==> src/rtl/whack_pkg.sv <==
// Shared types and constants for the Whack-A-Mole round controller.
// The optional WRONG_PENALTY_EN macro is consumed by mole_round_controller.
package whack_pkg;

    typedef enum logic [2:0] {
        ST_IDLE,
        ST_SPAWN,
        ST_WAIT,
        ST_HIT,
        ST_MISS,
        ST_GAP,
        ST_DONE
    } state_t;

    localparam int             LFSR_W            = 8;
    // Fibonacci taps for x^8+x^6+x^5+x^4+1 on a left-shifting register
    localparam logic [LFSR_W-1:0] LFSR_TAPS      = 8'b1011_1000;
    localparam logic [LFSR_W-1:0] LFSR_DEFAULT_SEED = 8'hA5;

    localparam int             SCORE_W           = 10;
    localparam int             MISS_W            = 8;
    localparam logic [SCORE_W-1:0] SCORE_MAX     = 10'd999;
    localparam logic [MISS_W-1:0]  MISS_MAX      = 8'd255;

    function automatic logic [7:0] mole_onehot(input logic [2:0] idx);
        return 8'b0000_0001 << idx;
    endfunction

endpackage

==> src/rtl/mole_lfsr.sv <==
// Free-running 8-bit Fibonacci LFSR used to pick mole positions.
module mole_lfsr
    import whack_pkg::*;
#(
    parameter logic [LFSR_W-1:0] SEED = LFSR_DEFAULT_SEED
) (
    input  logic              clk,
    input  logic              reset,
    output logic [LFSR_W-1:0] value
);

    logic [LFSR_W-1:0] lfsr_reg;
    logic              feedback;

    assign feedback = ^(lfsr_reg & LFSR_TAPS);

    always_ff @(posedge clk) begin
        if (!reset) begin
            lfsr_reg <= SEED;
        end else begin
            lfsr_reg <= {lfsr_reg[LFSR_W-2:0], feedback};
        end
    end

    assign value = lfsr_reg;

endmodule

==> src/rtl/mole_round_controller.sv <==
// Whack-A-Mole round sequencer: spawns moles, times hit windows, keeps score.
// Define WRONG_PENALTY_EN to turn a wrong-switch rise during the window into a miss.
module mole_round_controller
    import whack_pkg::*;
#(
    parameter int                WINDOW_CYCLES = 50_000_000,
    parameter int                GAP_CYCLES    = 25_000_000,
    parameter int                NUM_ROUNDS    = 20,
    parameter logic [LFSR_W-1:0] LFSR_SEED     = LFSR_DEFAULT_SEED
) (
    input  logic                 clk,
    input  logic                 reset,
    input  logic                 start,
    input  logic [7:0]           switches,
    output logic [7:0]           leds,
    output logic [SCORE_W-1:0]   score,
    output logic [MISS_W-1:0]    misses,
    output logic [7:0]           round_idx,
    output logic                 busy,
    output logic                 game_over,
    output logic                 hit_pulse,
    output logic                 miss_pulse
);

    localparam int CNT_MAX = (WINDOW_CYCLES > GAP_CYCLES) ? WINDOW_CYCLES : GAP_CYCLES;
    localparam int CNT_W   = $clog2(CNT_MAX);
    localparam logic [CNT_W-1:0] WINDOW_LOAD = CNT_W'(WINDOW_CYCLES - 1);
    localparam logic [CNT_W-1:0] GAP_LOAD    = CNT_W'(GAP_CYCLES - 1);

    // Switch conditioning: two-flop synchronizer, then edge detect
    logic [7:0] sync1_reg, sync2_reg, prev_reg;
    logic [7:0] rise;

    always_ff @(posedge clk) begin
        if (!reset) begin
            sync1_reg <= '0;
            sync2_reg <= '0;
            prev_reg  <= '0;
        end else begin
            sync1_reg <= switches;
            sync2_reg <= sync1_reg;
            prev_reg  <= sync2_reg;
        end
    end

    generate
        for (genvar gi = 0; gi < 8; gi++) begin : g_rise
            assign rise[gi] = sync2_reg[gi] & ~prev_reg[gi];
        end
    endgenerate

    logic [LFSR_W-1:0] lfsr_value;
    logic              lfsr_unused;

    mole_lfsr #(
        .SEED (LFSR_SEED)
    ) u_lfsr (
        .clk   (clk),
        .reset (reset),
        .value (lfsr_value)
    );

    assign lfsr_unused = ^lfsr_value[LFSR_W-1:3];

    state_t               state_reg, state_next;
    logic [CNT_W-1:0]     cnt_reg, cnt_next;
    logic [2:0]           mole_reg, mole_next;
    logic [2:0]           mole_pick;
    logic [SCORE_W-1:0]   score_reg, score_next;
    logic [MISS_W-1:0]    misses_reg, misses_next;
    logic [7:0]           round_reg, round_next;
    logic [7:0]           leds_reg, leds_next;
    logic                 busy_reg, busy_next;
    logic                 game_over_reg, game_over_next;
    logic                 hit_reg, hit_next;
    logic                 miss_reg, miss_next;
    logic                 correct_rise;

    // Bumping a repeated candidate keeps consecutive moles distinct
    assign mole_pick    = (lfsr_value[2:0] == mole_reg) ? lfsr_value[2:0] + 3'd1 : lfsr_value[2:0];
    assign correct_rise = rise[mole_reg];

`ifdef WRONG_PENALTY_EN
    logic wrong_rise;
    assign wrong_rise = |(rise & ~mole_onehot(mole_reg));
`endif

    always_comb begin
        state_next  = state_reg;
        cnt_next    = cnt_reg;
        mole_next   = mole_reg;
        score_next  = score_reg;
        misses_next = misses_reg;
        round_next  = round_reg;

        case (state_reg)
            ST_IDLE, ST_DONE: begin
                if (start) begin
                    score_next  = '0;
                    misses_next = '0;
                    round_next  = '0;
                    state_next  = ST_SPAWN;
                end
            end
            ST_SPAWN: begin
                mole_next  = mole_pick;
                cnt_next   = WINDOW_LOAD;
                state_next = ST_WAIT;
            end
            ST_WAIT: begin
                // A correct rise wins even on the final window cycle
                if (correct_rise) begin
                    state_next = ST_HIT;
`ifdef WRONG_PENALTY_EN
                end else if (wrong_rise) begin
                    state_next = ST_MISS;
`endif
                end else if (cnt_reg == '0) begin
                    state_next = ST_MISS;
                end else begin
                    cnt_next = cnt_reg - CNT_W'(1);
                end
            end
            ST_HIT: begin
                if (score_reg < SCORE_MAX) begin
                    score_next = score_reg + 10'd1;
                end
                round_next = round_reg + 8'd1;
                cnt_next   = GAP_LOAD;
                state_next = ST_GAP;
            end
            ST_MISS: begin
                if (misses_reg < MISS_MAX) begin
                    misses_next = misses_reg + 8'd1;
                end
                round_next = round_reg + 8'd1;
                cnt_next   = GAP_LOAD;
                state_next = ST_GAP;
            end
            ST_GAP: begin
                if (cnt_reg == '0) begin
                    state_next = (round_reg == 8'(NUM_ROUNDS)) ? ST_DONE : ST_SPAWN;
                end else begin
                    cnt_next = cnt_reg - CNT_W'(1);
                end
            end
            default: begin
                state_next = ST_IDLE;
            end
        endcase

        // Outputs are decoded from the next state so the registers line up with it
        leds_next = 8'h00;
        if (state_next == ST_WAIT) begin
            leds_next = mole_onehot(mole_next);
        end else if (state_next == ST_DONE) begin
            leds_next = 8'hFF;
        end
        busy_next      = (state_next != ST_IDLE) && (state_next != ST_DONE);
        game_over_next = (state_next == ST_DONE);
        hit_next       = (state_next == ST_HIT);
        miss_next      = (state_next == ST_MISS);
    end

    always_ff @(posedge clk) begin
        if (!reset) begin
            state_reg     <= ST_IDLE;
            cnt_reg       <= '0;
            mole_reg      <= '0;
            score_reg     <= '0;
            misses_reg    <= '0;
            round_reg     <= '0;
            leds_reg      <= '0;
            busy_reg      <= 1'b0;
            game_over_reg <= 1'b0;
            hit_reg       <= 1'b0;
            miss_reg      <= 1'b0;
        end else begin
            state_reg     <= state_next;
            cnt_reg       <= cnt_next;
            mole_reg      <= mole_next;
            score_reg     <= score_next;
            misses_reg    <= misses_next;
            round_reg     <= round_next;
            leds_reg      <= leds_next;
            busy_reg      <= busy_next;
            game_over_reg <= game_over_next;
            hit_reg       <= hit_next;
            miss_reg      <= miss_next;
        end
    end

    assign leds       = leds_reg;
    assign score      = score_reg;
    assign misses     = misses_reg;
    assign round_idx  = round_reg;
    assign busy       = busy_reg;
    assign game_over  = game_over_reg;
    assign hit_pulse  = hit_reg;
    assign miss_pulse = miss_reg;

endmodule
==> config.mk <==
export PLATFORM = sky130hd
export DESIGN_NAME = mole_round_controller
export DESIGN_NICKNAME = d
export VERILOG_FILES = /design/src/rtl/whack_pkg.sv /design/src/rtl/mole_lfsr.sv /design/src/rtl/mole_round_controller.sv
export SDC_FILE = /design/constraint.sdc
export NUM_CORES = 1
export LEC_CHECK = 0
export CAP_MARGIN = 20
export CORE_MARGIN = 2
export CORE_UTILIZATION = 40
export DETAILED_ROUTE_END_ITERATION = 8
export HOLD_SLACK_MARGIN = 0.03
export PLACE_DENSITY = 0.62
export SYNTH_ARGS = -nofsm -noshare
export SYNTH_HDL_FRONTEND = slang
export SYNTH_HIERARCHICAL = 1
export SYNTH_SLANG_ARGS = --single-unit
==> constraint.sdc <==
create_clock -name clk -period 2.6 [get_ports clk]
set_input_delay 0.39 -clock clk [delete_from_list [all_inputs] [get_ports clk]]
set_output_delay 0.39 -clock clk [all_outputs]
set_load 0.1 [all_outputs]
# ---- Yosys cells after proc, flatten, opt, wreduce, memory -nomap -nowiden
# Index checks and enable logic that the tools add are counted.
# W data, S select, Z words.
dict set report word_totals {
  inputBits 11
  latchBits 0
  n_memories 0
  rom_bits 0
  ram_bits 0
  out_inout_bits 38
  reg_bits 102
}
dict set report classes {
  eq_ne 17
  reduce_logical 15
  order_cmp 3
  div_mod_pow 0
  n_mul 0
  n_shift 1
  addsub 5
  bitwise 16
  n_mux 22
}
# operator count
set op_table {}
lappend op_table {{$pmux W26 S4} 1}
lappend op_table {{$mux W26} 2}
lappend op_table {{$mux W8} 4}
lappend op_table {{$pmux W8 S2} 2}
lappend op_table {{$logic_not A26 Y1} 1}
lappend op_table {{$sub A26 B1 Y26 const B} 1}
lappend op_table {{$mux W3} 7}
lappend op_table {{$mux W10} 2}
lappend op_table {{$pmux W10 S2} 1}
lappend op_table {{$add A8 B1 Y8 const B} 2}
lappend op_table {{$eq A3 B3 Y1 const B} 5}
lappend op_table {{$pmux W3 S5} 1}
lappend op_table {{$eq A3 B2 Y1 const B} 4}
lappend op_table {{$add A10 B1 Y10 const B} 1}
lappend op_table {{$lt A10 B10 Y1 const B} 1}
lappend op_table {{$and A1 B1 Y1} 8}
lappend op_table {{$eq A8 B5 Y1 const B} 1}
lappend op_table {{$lt A8 B8 Y1 const B} 1}
lappend op_table {{$ne A2 B2 Y1 const B} 4}
lappend op_table {{$not A1 Y1} 8}
lappend op_table {{$reduce_xor A8 Y1} 1}
lappend op_table {{$shl A1 B3 Y8 const A} 1}
lappend op_table {{$reduce_and A3 Y1} 2}
lappend op_table {{$reduce_bool A2 Y1} 3}
lappend op_table {{other kinds (13)} 15}

# ---- Longest topological paths before layout
# Gate-level depths: netlist of the first run.
dict set report logic_depth {
  depth_word 9
  ltp_mapped 11
  depth_no_buf 9
}

# ---- Cells and area by module
# Netlist of the first run, hierarchy kept.
# mod instances cells_per_inst area_per_inst_um2
set modules_own_cells {}
lappend modules_own_cells {mole_round_controller 1 499 4301.6}
lappend modules_own_cells {mole_lfsr 1 19 235.2}

# ---- Worst setup path before layout of the first run
# Ideal clock, no wire load.
dict set report synth_path {
  kind {register to register}
  from {register round_reg[0] (netlist: round_idx[0])}
  to {register leds_reg[0] (netlist: leds[0])}
  slack_ns 0.114
  setup_ns 0.124
  path_stages_with_launch 11
  t_arrival_ns 2.362
  required_ns 2.476
  cell_sequence {dfxtp_1 -> inv_1 -> ha_1 -> nor4bb_1 -> nand3_1 -> a21oi_1 -> a211oi_1 -> o31ai_1 -> nand2_1 -> buf_2 -> a21oi_2}
}
dict set report synth_between {
  elab_chain_len 7
  word_cells_on_any_way 8
  classes_between {eq/ne (3); mux (5)}
}
# item line_no
set synth_rtl {}
lappend synth_rtl {{start: declaration} mole_round_controller.sv:71} ;# logic [7:0] round_reg, round_next;
lappend synth_rtl {{start signal: assignment} mole_round_controller.sv:184} ;# round_reg <= round_next;
lappend synth_rtl {{$eq A8 B5 Y1 (*)} mole_round_controller.sv:142} ;# state_next = (round_reg == 8'(NUM_ROUNDS)) ? ST_DONE : ST_SPAWN;
lappend synth_rtl {{$mux W3 (*)} mole_round_controller.sv:142}
lappend synth_rtl {{$mux W3 (*)} mole_round_controller.sv:141} ;# if (cnt_reg == '0) begin
lappend synth_rtl {{$pmux W3 S5 (*)} mole_round_controller.sv:96} ;# case (state_reg)
lappend synth_rtl {{$eq A3 B3 Y1} mole_round_controller.sv:156} ;# end else if (state_next == ST_DONE) begin
lappend synth_rtl {{$mux W8} mole_round_controller.sv:156}
lappend synth_rtl {{$mux W8 (*)} mole_round_controller.sv:154} ;# if (state_next == ST_WAIT) begin
lappend synth_rtl {{end signal: assignment} mole_round_controller.sv:185} ;# leds_reg <= leds_next;
lappend synth_rtl {{end: declaration} mole_round_controller.sv:72} ;# logic [7:0] leds_reg, leds_next;
# Mark *: on every way between the ends. The rest lies on a longest branch, timed or not.
# A chain may end at the register's enable or synchronous reset.

# ---- Worst setup path in the final report of the first run
dict set report layout_path {
  from {register cnt_reg[4]}
  to {register leds_reg[2] (netlist: leds[2])}
}
dict set report layout_between {
  elab_chain_len 7
  word_cells_on_any_way 9
  classes_between {eq/ne (2); mux (6); reduce/logical (1)}
}
# item line_no
set layout_rtl {}
lappend layout_rtl {{start: declaration} mole_round_controller.sv:66} ;# logic [CNT_W-1:0] cnt_reg, cnt_next;
lappend layout_rtl {{start signal: assignment} mole_round_controller.sv:180} ;# cnt_reg <= cnt_next;
lappend layout_rtl {{$logic_not A26 Y1 (*)} {mole_round_controller.sv:118, mole_round_controller.sv:141}}
lappend layout_rtl {{$mux W3} mole_round_controller.sv:118} ;# end else if (cnt_reg == '0) begin
lappend layout_rtl {{$mux W3} mole_round_controller.sv:112} ;# if (correct_rise) begin
lappend layout_rtl {{$pmux W3 S5 (*)} mole_round_controller.sv:96}
lappend layout_rtl {{$eq A3 B3 Y1} mole_round_controller.sv:156}
lappend layout_rtl {{$mux W8} mole_round_controller.sv:156}
lappend layout_rtl {{$mux W8 (*)} mole_round_controller.sv:154}
# Marks and branches as above.

==> results.rst, run 1 <==
.. list-table::
   :header-rows: 1

   * - Metric
     - Value
   * - Most used DFF post-synth
     - sky130_fd_sc_hd__dfxtp_1
   * - Share of the synthesized area in the top cell type
     - 45.0%
   * - Layout area overhead
     - 20.4%
   * - IR Drop Worst-Case VDD
     - 0.000693 V
   * - Required time of the critical path
     - 2.89 ns
   * - Slew at the pin with the worst max-slew slack
     - 0.521 ns
   * - Grt ovf
     - 0
   * - Clock buffer count from CTS
     - 9
   * - Fraction of power consumed by sequential logic
     - 35.2%
   * - Vias per cell
     - 5.03
   * - Antenna violation net count after detailed routing
     - 0
   * - Number of cells traversed by the worst hold path
     - 1
   * - Post-Synth Adder-Cell Area
     - 1.93%
   * - Number of H-tree branching levels
     - 3
   * - ANT cells
     - 0
   * - Post-CTS Repair Setup Buffers
     - 0
   * - Tmin final
     - 2.36 ns
   * - Type of element capturing the critical path
     - flip-flop
   * - Switching Fraction
     - 40.0%
   * - Origin of the critical flop-to-flop path
     - cnt_reg[4]
   * - PwrDens
     - 1080 nW/um2
   * - Reg2reg setup slack
     - 0.24 ns
   * - CTS Hold Bufs
     - 0
   * - Worst hold slack
     - 0.412 ns
   * - Max Slew Vio Count
     - 0
   * - Post-synth net total
     - 536
   * - Routed WL
     - 9210 um
   * - Reg2reg end
     - leds[2]
   * - Unrepaired setup endpoints after global routing
     - no
   * - Antenna violations before repair
     - 0
   * - Half-perimeter wire length after placement
     - 6590 um
   * - Most frequent standard cell in the layout excluding fill and tap cells
     - sky130_fd_sc_hd__dfxtp_1
   * - Final hold violation count
     - 0
   * - Share of total power in the clock network
     - 25.0%
   * - Synth Area in Compound Gates
     - 13.7%
   * - Clock tree root driver cell
     - sky130_fd_sc_hd__clkbuf_16
   * - Width of the die
     - 111 um
   * - Signal arrival time at the worst endpoint
     - 2.65 ns
   * - TritonCTS clock tree
     - built
   * - Clock Sink Count
     - 102
   * - Starting density of the core
     - 41.5%
   * - Number of synthesized register bits
     - 102
   * - Area of the mapped netlist
     - 4540 um2
   * - DR DRC count
     - 0
   * - Die outline height
     - 111 um
   * - Leakage power summed over all cells
     - 0.00212 uW
   * - Die area
     - 12,200 um2
   * - Total of endpoints with negative setup slack in the final report
     - 0
   * - Placer's final routability congestion estimate
     - 0.839
   * - First-pass GRT wire length
     - 16,200 um
   * - Number of flip-flops under the largest register name
     - 26
   * - Non-filler cells, final
     - 716
   * - Main combinational cell family by area after synthesis
     - simple AND/OR/NAND/NOR gates
   * - Final-stage net count
     - 589
   * - Synth Instances
     - 518
   * - Post-synth EDFFs
     - 0
   * - Maximum buffer depth of the clock tree
     - 2
   * - Combinational share of power
     - 39.8%
   * - Slew headroom
     - 65.3%
   * - Mean Syn Cell Area
     - 8.76 um2
   * - Utilization after layout
     - 50.0%
   * - Row Count
     - 38
   * - Io pins
     - 49
   * - Setup tns final
     - 0 ns
   * - Share of the yosys chip area belonging to registers
     - 45.0%
   * - Cell types occupying the most area after synthesis
     - sky130_fd_sc_hd__dfxtp_1 (45%), sky130_fd_sc_hd__xor2_1 (5.2%), sky130_fd_sc_hd__nor2_1 (5.0%)
   * - Count of distinct cell types in the synthesized netlist
     - 58
   * - CORE AREA
     - 10,900 um2
   * - Net switching power
     - 2360 uW
   * - Length in cells of the worst reg-to-reg path
     - 7
   * - Via count
     - 3,598
   * - Cell internal pwr
     - 3550 uW
   * - Worst hold path type
     - flip-flop to flip-flop
   * - Endpoint of the worst hold-timing path
     - u_lfsr/value[7]
   * - Async set or reset register ratio after synthesis
     - 0%
   * - Average routed wire per standard cell
     - 12.9 um
   * - Register clock-pin slew on the reported worst setup and hold paths
     - 0.07 ns
   * - Xor/xnor cell area share of the yosys netlist
     - 6.76%
   * - Critical-path maximum fanout
     - 9
   * - Post-Place Cells
     - 700
   * - Mux share of post-synthesis cell area
     - 2.12%
   * - Category of the most critical setup path
     - flip-flop to flip-flop
   * - Top cell type by total area after synthesis
     - sky130_fd_sc_hd__dfxtp_1
   * - Pin count of the biggest net entering global routing
     - 44
   * - Layout Skew
     - 0.00679 ns
   * - Kind of start point of the critical path
     - flip-flop
   * - Total GRT Usage
     - 16.0%
   * - Hold Path Origin
     - u_lfsr/value[6]
   * - Launching instance or port of the critical path
     - cnt_reg[4]
   * - Cts repair resizes
     - 0
   * - Max Cap Violations
     - 0
   * - First-iteration detailed-routing DRC count
     - 210
   * - Commonest non-fill, non-tap cells in the layout
     - sky130_fd_sc_hd__dfxtp_1 (102), sky130_fd_sc_hd__nor2_1 (61), sky130_fd_sc_hd__buf_4 (56)
   * - Fmax achieved
     - 423 MHz
   * - Fraction of layout cells with a size suffix above 1
     - 17.4%
   * - Status
     - complete, no violations
   * - Fraction of the mapped netlist area in simple logic gates
     - 27.4%
   * - Via count of the first global-routing pass
     - 3,402
   * - Share of the clock period used by the worst path
     - 90.8%
   * - Port buffer count
     - 48
   * - Number of iterations in the first detailed-routing pass
     - 4
   * - Worst-Skew Late Latency
     - 0.35 ns
   * - Count of synthesis-stage warnings from yosys
     - 6
==> worst max-delay path, cell delays in order (launching register included) <==
cell,delay [ns]
sky130_fd_sc_hd__dfxtp_1,0.36
sky130_fd_sc_hd__nor4_4,0.42
sky130_fd_sc_hd__nand2_2,0.13
sky130_fd_sc_hd__or3_1,0.48
sky130_fd_sc_hd__o21a_1,0.22
sky130_fd_sc_hd__a211o_1,0.33
sky130_fd_sc_hd__nand2b_4,0.23
sky130_fd_sc_hd__a21oi_2,0.13
==> worst max path at each step <==
stage	slack [ns]	cells after the start	to
after floorplan	0.11	10	leds[0]
after global placement	0.27	7	round_idx[5]
after detailed placement	0.24	7	round_idx[5]
after CTS	0.24	7	leds[3]
after global routing	0.02	7	leds[5]
final	0.24	7	leds[2]
==> metrics by stage <==
stage	power, uW	area [um2]	setup WS (ns)
final	5910	5460	0.238
after global routing	6350	5460	0.0240
after CTS	5950	5460	0.239
after detailed placement	4460	5130	0.238
after global placement	4420	5130	0.272
after floorplan	3870	4540	0.114
==> kinds of logic (layout without fill, tap and decap cells) <==
group                    Yosys count  after routing
buffers and inverters             35             93
AO/OA/AOI/OAI                    101            101
XOR/XNOR                          35             35
AND/OR/NAND/NOR                  231            231
adder cells (fa/ha/maj)            7              7
multiplexers                       7              7
flip-flops                       102            102
==> routing by layer <==
metal	part of all wire, %	GRT usage, %	vias up	routed length, um
li1	-	-	1894	-
met1	49	20.5	1638	4490
met2	45	25.4	54	4180
met3	4.4	4.94	12	408
met4	1.5	5.83	0	137
met5	0	0	-	0
==> synthesized netlist by cell type, types with 4 or more instances <==
cell type                  instances
sky130_fd_sc_hd__or3_1            11
sky130_fd_sc_hd__clkbuf_1         20
sky130_fd_sc_hd__nor3_1           13
sky130_fd_sc_hd__xor2_1           27
sky130_fd_sc_hd__dfxtp_1         102
sky130_fd_sc_hd__and2_1           33
sky130_fd_sc_hd__nor4_1            5
sky130_fd_sc_hd__a21oi_2           8
sky130_fd_sc_hd__o21ai_0          27
sky130_fd_sc_hd__nor2_1           61
sky130_fd_sc_hd__and3_1            5
sky130_fd_sc_hd__nand2b_1         16
sky130_fd_sc_hd__nand2_1          33
sky130_fd_sc_hd__nand4_1          10
sky130_fd_sc_hd__ha_1              7
sky130_fd_sc_hd__a21oi_1          38
sky130_fd_sc_hd__nor2b_1           4
sky130_fd_sc_hd__nand3_1          15
sky130_fd_sc_hd__mux2i_1           4
sky130_fd_sc_hd__nand3b_1          4
sky130_fd_sc_hd__xnor2_1           8
sky130_fd_sc_hd__inv_1            11
sky130_fd_sc_hd__o21a_1            4
==> layout make-up <==
class | count | area, um2
timing repair buffer | 66 | 520
sequential | 102 | 2040
clock inverter | 7 | 106
multi-input combinational | 381 | 2350
tap | 140 | 175
fill | 1049 | 5470
inverter | 11 | 41.3
clock buffer | 9 | 225
==> power groups by stage <==
| stage | clock [uW] | combinational, uW | sequential (uW) |
|---|---|---|---|
| global placement | 0 | 2320 | 2100 |
| floorplan | 0 | 1600 | 2260 |
| global route | 1580 | 2650 | 2120 |
| CTS | 1520 | 2350 | 2080 |
| detailed placement | 0 | 2340 | 2120 |
| finish | 1470 | 2350 | 2080 |
(Power assumes the default switching activity.)
==> run 2: changes to the inputs <==
Settings changed: CAP_MARGIN 20 to 25, CORE_MARGIN 2 to not set, SLEW_MARGIN set to 25.
==> run 2 against run 1 <==
  * Via count grew 1.1%
  * Critical path depth is the same
  * Critical path type unchanged
  * First-iteration DRC count shrank 5.2%
==> results.rst, run 2 (same netlist as run 1, synthesis figures left out) <==
.. list-table::
   :header-rows: 1

   * - Metric
     - Value
   * - Share of total power in the clock network
     - 25.3% (was 25.0%)
   * - Combinational share of power
     - 39.4% (was 39.8%)
   * - First-iteration detailed-routing DRC count
     - 199 (was 210)
   * - Total of endpoints with negative setup slack in the final report
     - 0 (unchanged)
   * - Vias per cell
     - 5.11 (was 5.03)
   * - Final-stage net count
     - 585 (was 589)
   * - Half-perimeter wire length after placement
     - 6310 um (was 6590 um)
   * - Cell internal pwr
     - 3530 uW (was 3550 uW)
   * - Status
     - complete, no violations (unchanged)
   * - Cell with the biggest individual delay on the critical path
     - sky130_fd_sc_hd__or3_1 (unchanged)
   * - Ordered cell list for the critical path
     - nor3_1 -> nand4_1 -> or3_1 -> o21a_1 -> a211o_1 -> nand2b_4 -> nor2_2 (was nor4_4 -> nand2_2 -> or3_1 -> o21a_1 -> a211o_1 -> nand2b_4 -> a21oi_2)
   * - Tmin final
     - 2.40 ns (was 2.36 ns)
   * - Port buffer count
     - 48 (unchanged)
   * - Share of the clock period used by the worst path
     - 92.4% (was 90.8%)
   * - Grt ovf
     - 0 (unchanged)
   * - ANT cells
     - 0 (unchanged)
   * - Antenna violations before repair
     - 0 (unchanged)
   * - PwrDens
     - 1080 nW/um2 (about the same)
   * - Layout area overhead
     - 19.9% (was 20.4%)
   * - Register clock-pin slew on the reported worst setup and hold paths
     - 0.07 ns (about the same)
   * - Kind of start point of the critical path
     - flip-flop (unchanged)
   * - Net switching power
     - 2360 uW (about the same)
   * - Number of H-tree branching levels
     - 3 (unchanged)
   * - Signal arrival time at the worst endpoint
     - 2.69 ns (was 2.65 ns)
   * - Final hold violation count
     - 0 (unchanged)
   * - Max Cap Violations
     - 0 (unchanged)
   * - Die area
     - 11,800 um2 (was 12,200 um2)
   * - Post-Place Cells
     - 696 (was 700)
   * - Fmax achieved
     - 416 MHz (was 423 MHz)
   * - Row Count
     - 38 (unchanged)
   * - Number of flip-flops under the largest register name
     - 26 (unchanged)
   * - Maximum buffer depth of the clock tree
     - 2 (unchanged)
   * - Setup Slack @ Placement
     - 0.144 ns (was 0.238 ns)
   * - Required time of the critical path
     - 2.89 ns (about the same)
   * - Leakage power summed over all cells
     - 0.00210 uW (was 0.00212 uW)
   * - Routed WL
     - 8960 um (was 9210 um)
   * - Via count of the first global-routing pass
     - 3,353 (was 3,402)
   * - Antenna violation net count after detailed routing
     - 0 (unchanged)
   * - Via count
     - 3,637 (was 3,598)
   * - Width of the die
     - 109 um (was 111 um)
   * - Layout Skew
     - 0.00750 ns (was 0.00679 ns)
   * - Die outline height
     - 109 um (was 111 um)
   * - Max Slew Vio Count
     - 0 (unchanged)
   * - Pin count of the biggest net entering global routing
     - 44 (unchanged)
   * - CORE AREA
     - 10,900 um2 (unchanged)
   * - Commonest non-fill, non-tap cells in the layout
     - sky130_fd_sc_hd__dfxtp_1 (102), sky130_fd_sc_hd__nor2_1 (61), sky130_fd_sc_hd__buf_4 (52) (was sky130_fd_sc_hd__dfxtp_1 (102), sky130_fd_sc_hd__nor2_1 (61), sky130_fd_sc_hd__buf_4 (56))
   * - Fraction of power consumed by sequential logic
     - 35.3% (was 35.2%)
   * - Type of element capturing the critical path
     - flip-flop (unchanged)
   * - Cts repair resizes
     - 0 (unchanged)
   * - Clock tree root driver cell
     - sky130_fd_sc_hd__clkbuf_16 (unchanged)
   * - First-pass GRT wire length
     - 15,300 um (was 16,200 um)
   * - Clock Sink Count
     - 102 (unchanged)
   * - Slew headroom
     - 64.8% (was 65.3%)
   * - Post-CTS Repair Setup Buffers
     - 0 (unchanged)
   * - Category of the most critical setup path
     - flip-flop to flip-flop (unchanged)
   * - Average routed wire per standard cell
     - 12.6 um (was 12.9 um)
   * - Switching Fraction
     - 40.0% (about the same)
   * - Setup tns final
     - 0 ns (unchanged)
   * - Number of iterations in the first detailed-routing pass
     - 4 (unchanged)
   * - Slew at the pin with the worst max-slew slack
     - 0.529 ns (was 0.521 ns)
   * - CTS Hold Bufs
     - 0 (unchanged)
   * - Unrepaired setup endpoints after global routing
     - no (unchanged)
   * - Fraction of layout cells with a size suffix above 1
     - 16.8% (was 17.4%)
   * - Clock buffer count from CTS
     - 9 (unchanged)
   * - Worst hold path type
     - flip-flop to flip-flop (unchanged)
   * - Critical-path maximum fanout
     - 9 (unchanged)
   * - Non-filler cells, final
     - 712 (was 716)
   * - TritonCTS clock tree
     - built (unchanged)
   * - Worst-Skew Late Latency
     - 0.35 ns (about the same)
   * - Starting density of the core
     - 41.5% (unchanged)
   * - Fin worst setup slack
     - 0.197 ns (was 0.238 ns)
   * - Total GRT Usage
     - 16.5% (was 16.0%)
   * - IR Drop Worst-Case VDD
     - 0.000476 V (was 0.000693 V)
   * - DR DRC count
     - 0 (unchanged)
   * - Stage delay of the slowest cell on the critical path
     - 0.51 ns (was 0.48 ns)
   * - Placer's final routability congestion estimate
     - 0.779 (was 0.839)
   * - Io pins
     - 49 (unchanged)
   * - Most frequent standard cell in the layout excluding fill and tap cells
     - sky130_fd_sc_hd__dfxtp_1 (unchanged)
-- run 2: path summary, 6_finish.rpt --
path	from	end	slack [ns]	depth (start not counted)
setup / recovery	cnt_reg[22]	game_over	0.20	7
hold reg to reg	u_lfsr/value[6]	u_lfsr/value[7]	0.43	1
hold / removal	u_lfsr/value[6]	u_lfsr/value[7]	0.43	1
setup reg to reg	cnt_reg[22]	game_over	0.20	7
-- run 2: power groups by stage --
stage          logic (uW)  clock network (uW)  registers, uW
5_1_grt              2590                1590           2120
3_5_place_dp         2310                   0           2110
3_3_place_gp         2290                   0           2100
6_report             2320                1490           2080
2_1_floorplan        1600                   0           2260
4_1_cts              2320                1520           2070
-- run 2: layout make-up --
type	count	area, um2
fillers	1055	5500
repair buffers	62	490
clock inverters	7	111
inverters	11	41.3
clock buffers	9	225
multi-input cells	381	2350
flip-flops and latches	102	2040
well taps	140	175
-- run 2: per-stage QoR --
stage / area (um2) / util (%) / hold slack (ns) / power, uW
floorplan: 4540 / - / 0.386 / 3870
global placement: 5100 / 46.6 / 0.390 / 4390
detailed placement: 5100 / 46.6 / 0.405 / 4420
CTS: 5440 / 49.7 / 0.430 / 5920
global route: 5440 / 49.7 / 0.455 / 6300
finish: 5440 / 49.7 / 0.425 / 5880
-- run 2: metal layers --
layer	wire length [um]	track usage, %	vias up
li1	-	-	1893
met1	4480	21.5	1674
met2	3980	26.2	56
met3	314	2.89	14
met4	194	8.01	0
met5	0	0	-
-- run 2: worst max-delay path, delay by kind of cell (launching register included) --
family	cells	cell delay (ns)
AOI/OAI and AO/OA	2	0.55
DFF	1	0.35
and+or+nand+nor	5	1.43
==> run 3: changes to the inputs <==
Settings changed: CTS_CLUSTER_SIZE set to 16, PLACE_DENSITY 0.62 to not set, TNS_END_PERCENT set to 100.
==> run 3 against run 2 <==
  * Global-route usage about the same
  * Fmax increased by 0.63%
  * Final area increased by 0.30%
  * Final cell count increased by 0.56%
  * Wire length increased by 3.0%
  * Power decreased by 0.12%
  * Core utilization increased by 0.15 points
  * First-iteration DRC count increased by 3.5%
  * Combinational power increased by 3%
  * Critical path type unchanged
  * Register-to-register slack about the same
  * Hold slack got worse by 0.014 ns
==> results.rst, run 3 (same netlist as run 1, synthesis figures left out) <==
.. list-table::
   :header-rows: 1

   * - Metric
     - Value
   * - Status
     - complete, no violations (unchanged)
   * - CORE AREA
     - 10,900 um2 (unchanged)
   * - Average routed wire per standard cell
     - 12.9 um (was 12.6 um)
   * - PwrDens
     - 1080 nW/um2 (about the same)
   * - Type of element capturing the critical path
     - flip-flop (unchanged)
   * - Slew at the pin with the worst max-slew slack
     - 0.663 ns (was 0.529 ns)
   * - Routed WL
     - 9230 um (was 8960 um)
   * - DR DRC count
     - 0 (unchanged)
   * - Layout area overhead
     - 20.2% (was 19.9%)
   * - Kind of start point of the critical path
     - flip-flop (unchanged)
   * - Number of flip-flops under the largest register name
     - 26 (unchanged)
   * - Grt ovf
     - 0 (unchanged)
   * - Number of cells traversed by the worst hold path
     - 1 (unchanged)
   * - Post-CTS Repair Setup Buffers
     - 0 (unchanged)
   * - TritonCTS clock tree
     - built (unchanged)
   * - Vias per cell
     - 5.16 (was 5.11)
   * - Critical-path maximum fanout
     - 9 (unchanged)
   * - Register clock-pin slew on the reported worst setup and hold paths
     - 0.08 ns (was 0.07 ns)
   * - Max Cap Violations
     - 0 (unchanged)
   * - Slew headroom
     - 55.7% (was 64.8%)
   * - Port buffer count
     - 48 (unchanged)
   * - Most frequent standard cell in the layout excluding fill and tap cells
     - sky130_fd_sc_hd__dfxtp_1 (unchanged)
   * - Cts repair resizes
     - 0 (unchanged)
   * - Die outline height
     - 109 um (unchanged)
   * - Via count of the first global-routing pass
     - 3,329 (was 3,353)
   * - Share of total power in the clock network
     - 24.3% (was 25.3%)
   * - Post-Place Cells
     - 700 (was 696)
   * - Number of H-tree branching levels
     - 3 (unchanged)
   * - Via count
     - 3,695 (was 3,637)
   * - Clock tree root driver cell
     - sky130_fd_sc_hd__clkbuf_16 (unchanged)
   * - Cell with the biggest individual delay on the critical path
     - sky130_fd_sc_hd__or3_1 (unchanged)
   * - Setup tns final
     - 0 ns (unchanged)
   * - Required time of the critical path
     - 2.89 ns (about the same)
   * - Fraction of layout cells with a size suffix above 1
     - 17.4% (was 16.8%)
   * - Length in cells of the worst reg-to-reg path
     - 7 (unchanged)
   * - Antenna violations before repair
     - 0 (unchanged)
   * - Switching Fraction
     - 40.8% (was 40.0%)
   * - Fraction of power consumed by sequential logic
     - 35.2% (was 35.3%)
   * - Starting density of the core
     - 41.5% (unchanged)
   * - Final-stage net count
     - 589 (was 585)
   * - Layout Skew
     - 0.0111 ns (was 0.00750 ns)
   * - Category of the most critical setup path
     - flip-flop to flip-flop (unchanged)
   * - Worst-Skew Late Latency
     - 0.35 ns (about the same)
   * - Cell internal pwr
     - 3480 uW (was 3530 uW)
   * - Max Slew Vio Count
     - 0 (unchanged)
   * - Clock buffer count from CTS
     - 9 (unchanged)
   * - Total GRT Usage
     - 16.5% (about the same)
   * - Unrepaired setup endpoints after global routing
     - no (unchanged)
   * - Combinational share of power
     - 40.5% (was 39.4%)
   * - Number of iterations in the first detailed-routing pass
     - 6 (was 4)
   * - CTS Hold Bufs
     - 0 (unchanged)
   * - Io pins
     - 49 (unchanged)
   * - Fmax achieved
     - 419 MHz (was 416 MHz)
   * - Leakage power summed over all cells
     - 0.00211 uW (was 0.00210 uW)
   * - Placer's final routability congestion estimate
     - 0.813 (was 0.779)
   * - Half-perimeter wire length after placement
     - 6530 um (was 6310 um)
   * - Stage delay of the slowest cell on the critical path
     - 0.46 ns (was 0.51 ns)
   * - Commonest non-fill, non-tap cells in the layout
     - sky130_fd_sc_hd__dfxtp_1 (102), sky130_fd_sc_hd__nor2_1 (61), sky130_fd_sc_hd__buf_4 (56) (was sky130_fd_sc_hd__dfxtp_1 (102), sky130_fd_sc_hd__nor2_1 (61), sky130_fd_sc_hd__buf_4 (52))
   * - Final hold violation count
     - 0 (unchanged)
   * - Width of the die
     - 109 um (unchanged)
   * - Pin count of the biggest net entering global routing
     - 33 (was 44)
   * - First-iteration detailed-routing DRC count
     - 206 (was 199)
   * - Non-filler cells, final
     - 716 (was 712)
   * - First-pass GRT wire length
     - 15,500 um (was 15,300 um)
   * - Net switching power
     - 2400 uW (was 2360 uW)
   * - Maximum buffer depth of the clock tree
     - 2 (unchanged)
   * - Share of the clock period used by the worst path
     - 91.8% (was 92.4%)
   * - Die area
     - 11,800 um2 (unchanged)
   * - Row Count
     - 38 (unchanged)
   * - Tmin final
     - 2.39 ns (was 2.40 ns)
   * - ANT cells
     - 0 (unchanged)
   * - Signal arrival time at the worst endpoint
     - 2.67 ns (was 2.69 ns)
   * - Worst hold path type
     - flip-flop to flip-flop (unchanged)
   * - Clock Sink Count
     - 102 (unchanged)
   * - Ordered cell list for the critical path
     - nor4_2 -> nand2_2 -> or3_1 -> o21a_1 -> a211o_1 -> nand2b_4 -> a21oi_2 (was nor3_1 -> nand4_1 -> or3_1 -> o21a_1 -> a211o_1 -> nand2b_4 -> nor2_2)
   * - Total of endpoints with negative setup slack in the final report
     - 0 (unchanged)
   * - Antenna violation net count after detailed routing
     - 0 (unchanged)
   * - IR Drop Worst-Case VDD
     - 0.000537 V (was 0.000476 V)
## run 3: cell count changes in the layout (fill, tap and decap cells not counted)
cell	delta
sky130_fd_sc_hd__buf_4	+4
sky130_fd_sc_hd__bufinv_16	-1
sky130_fd_sc_hd__clkinv_8	+1
## run 3: worst paths after layout
| check | end | slack, ns | from |
|---|---|---|---|
| hold reg to reg | u_lfsr/value[7] | 0.41 | u_lfsr/value[6] |
| setup reg to reg | leds[0] | 0.21 | cnt_reg[8] |
| hold / removal | u_lfsr/value[7] | 0.41 | u_lfsr/value[6] |
| setup / recovery | leds[0] | 0.21 | cnt_reg[8] |
## run 3: metrics by stage
step | hold slack [ns] | utilization (%) | worst slack (ns) | cell area [um2] | power [uW]
after CTS | 0.421 | 49.9 | 0.222 | 5450 | 5920
after floorplan | 0.386 | - | 0.114 | 4540 | 3870
after global routing | 0.446 | 49.9 | 0.0699 | 5450 | 6290
after global placement | 0.391 | 46.9 | 0.234 | 5130 | 4460
final | 0.411 | 49.9 | 0.212 | 5450 | 5880
after detailed placement | 0.402 | 46.9 | 0.226 | 5130 | 4470
## run 3: layout make-up
cell class              instances  area, um2
clock inverters                 7       97.6
fillers                      1055       5480
multi-input cells             381       2350
clock buffers                   9        225
repair buffers                 66        520
flip-flops and latches        102       2040
inverters                      11       41.3
well taps                     140        175
## run 3: routing by layer
metal | track usage (%) | vias to the layer above | wire length (um)
met3 | 3.80 | 6 | 445
met4 | 4.92 | 0 | 68
met1 | 22.1 | 1697 | 4540
li1 | - | 1897 | -
met5 | 0 | - | 0
met2 | 26.3 | 95 | 4170
## run 3: worst max-delay path, delay by kind of cell (launching register included)
family	cells	cell delay, ns
AO/OA/AOI/OAI	3	0.69
flip-flops	1	0.35
AND/OR/NAND/NOR	4	1.28
## run 3: power groups by stage
| stage | combinational, uW | clock, uW | sequential, uW |
|---|---|---|---|
| 5_1_grt | 2650 | 1540 | 2100 |
| 3_5_place_dp | 2370 | 0 | 2100 |
| 3_3_place_gp | 2360 | 0 | 2100 |
| 6_report | 2380 | 1430 | 2070 |
| 2_1_floorplan | 1600 | 0 | 2260 |
| 4_1_cts | 2390 | 1470 | 2070 |
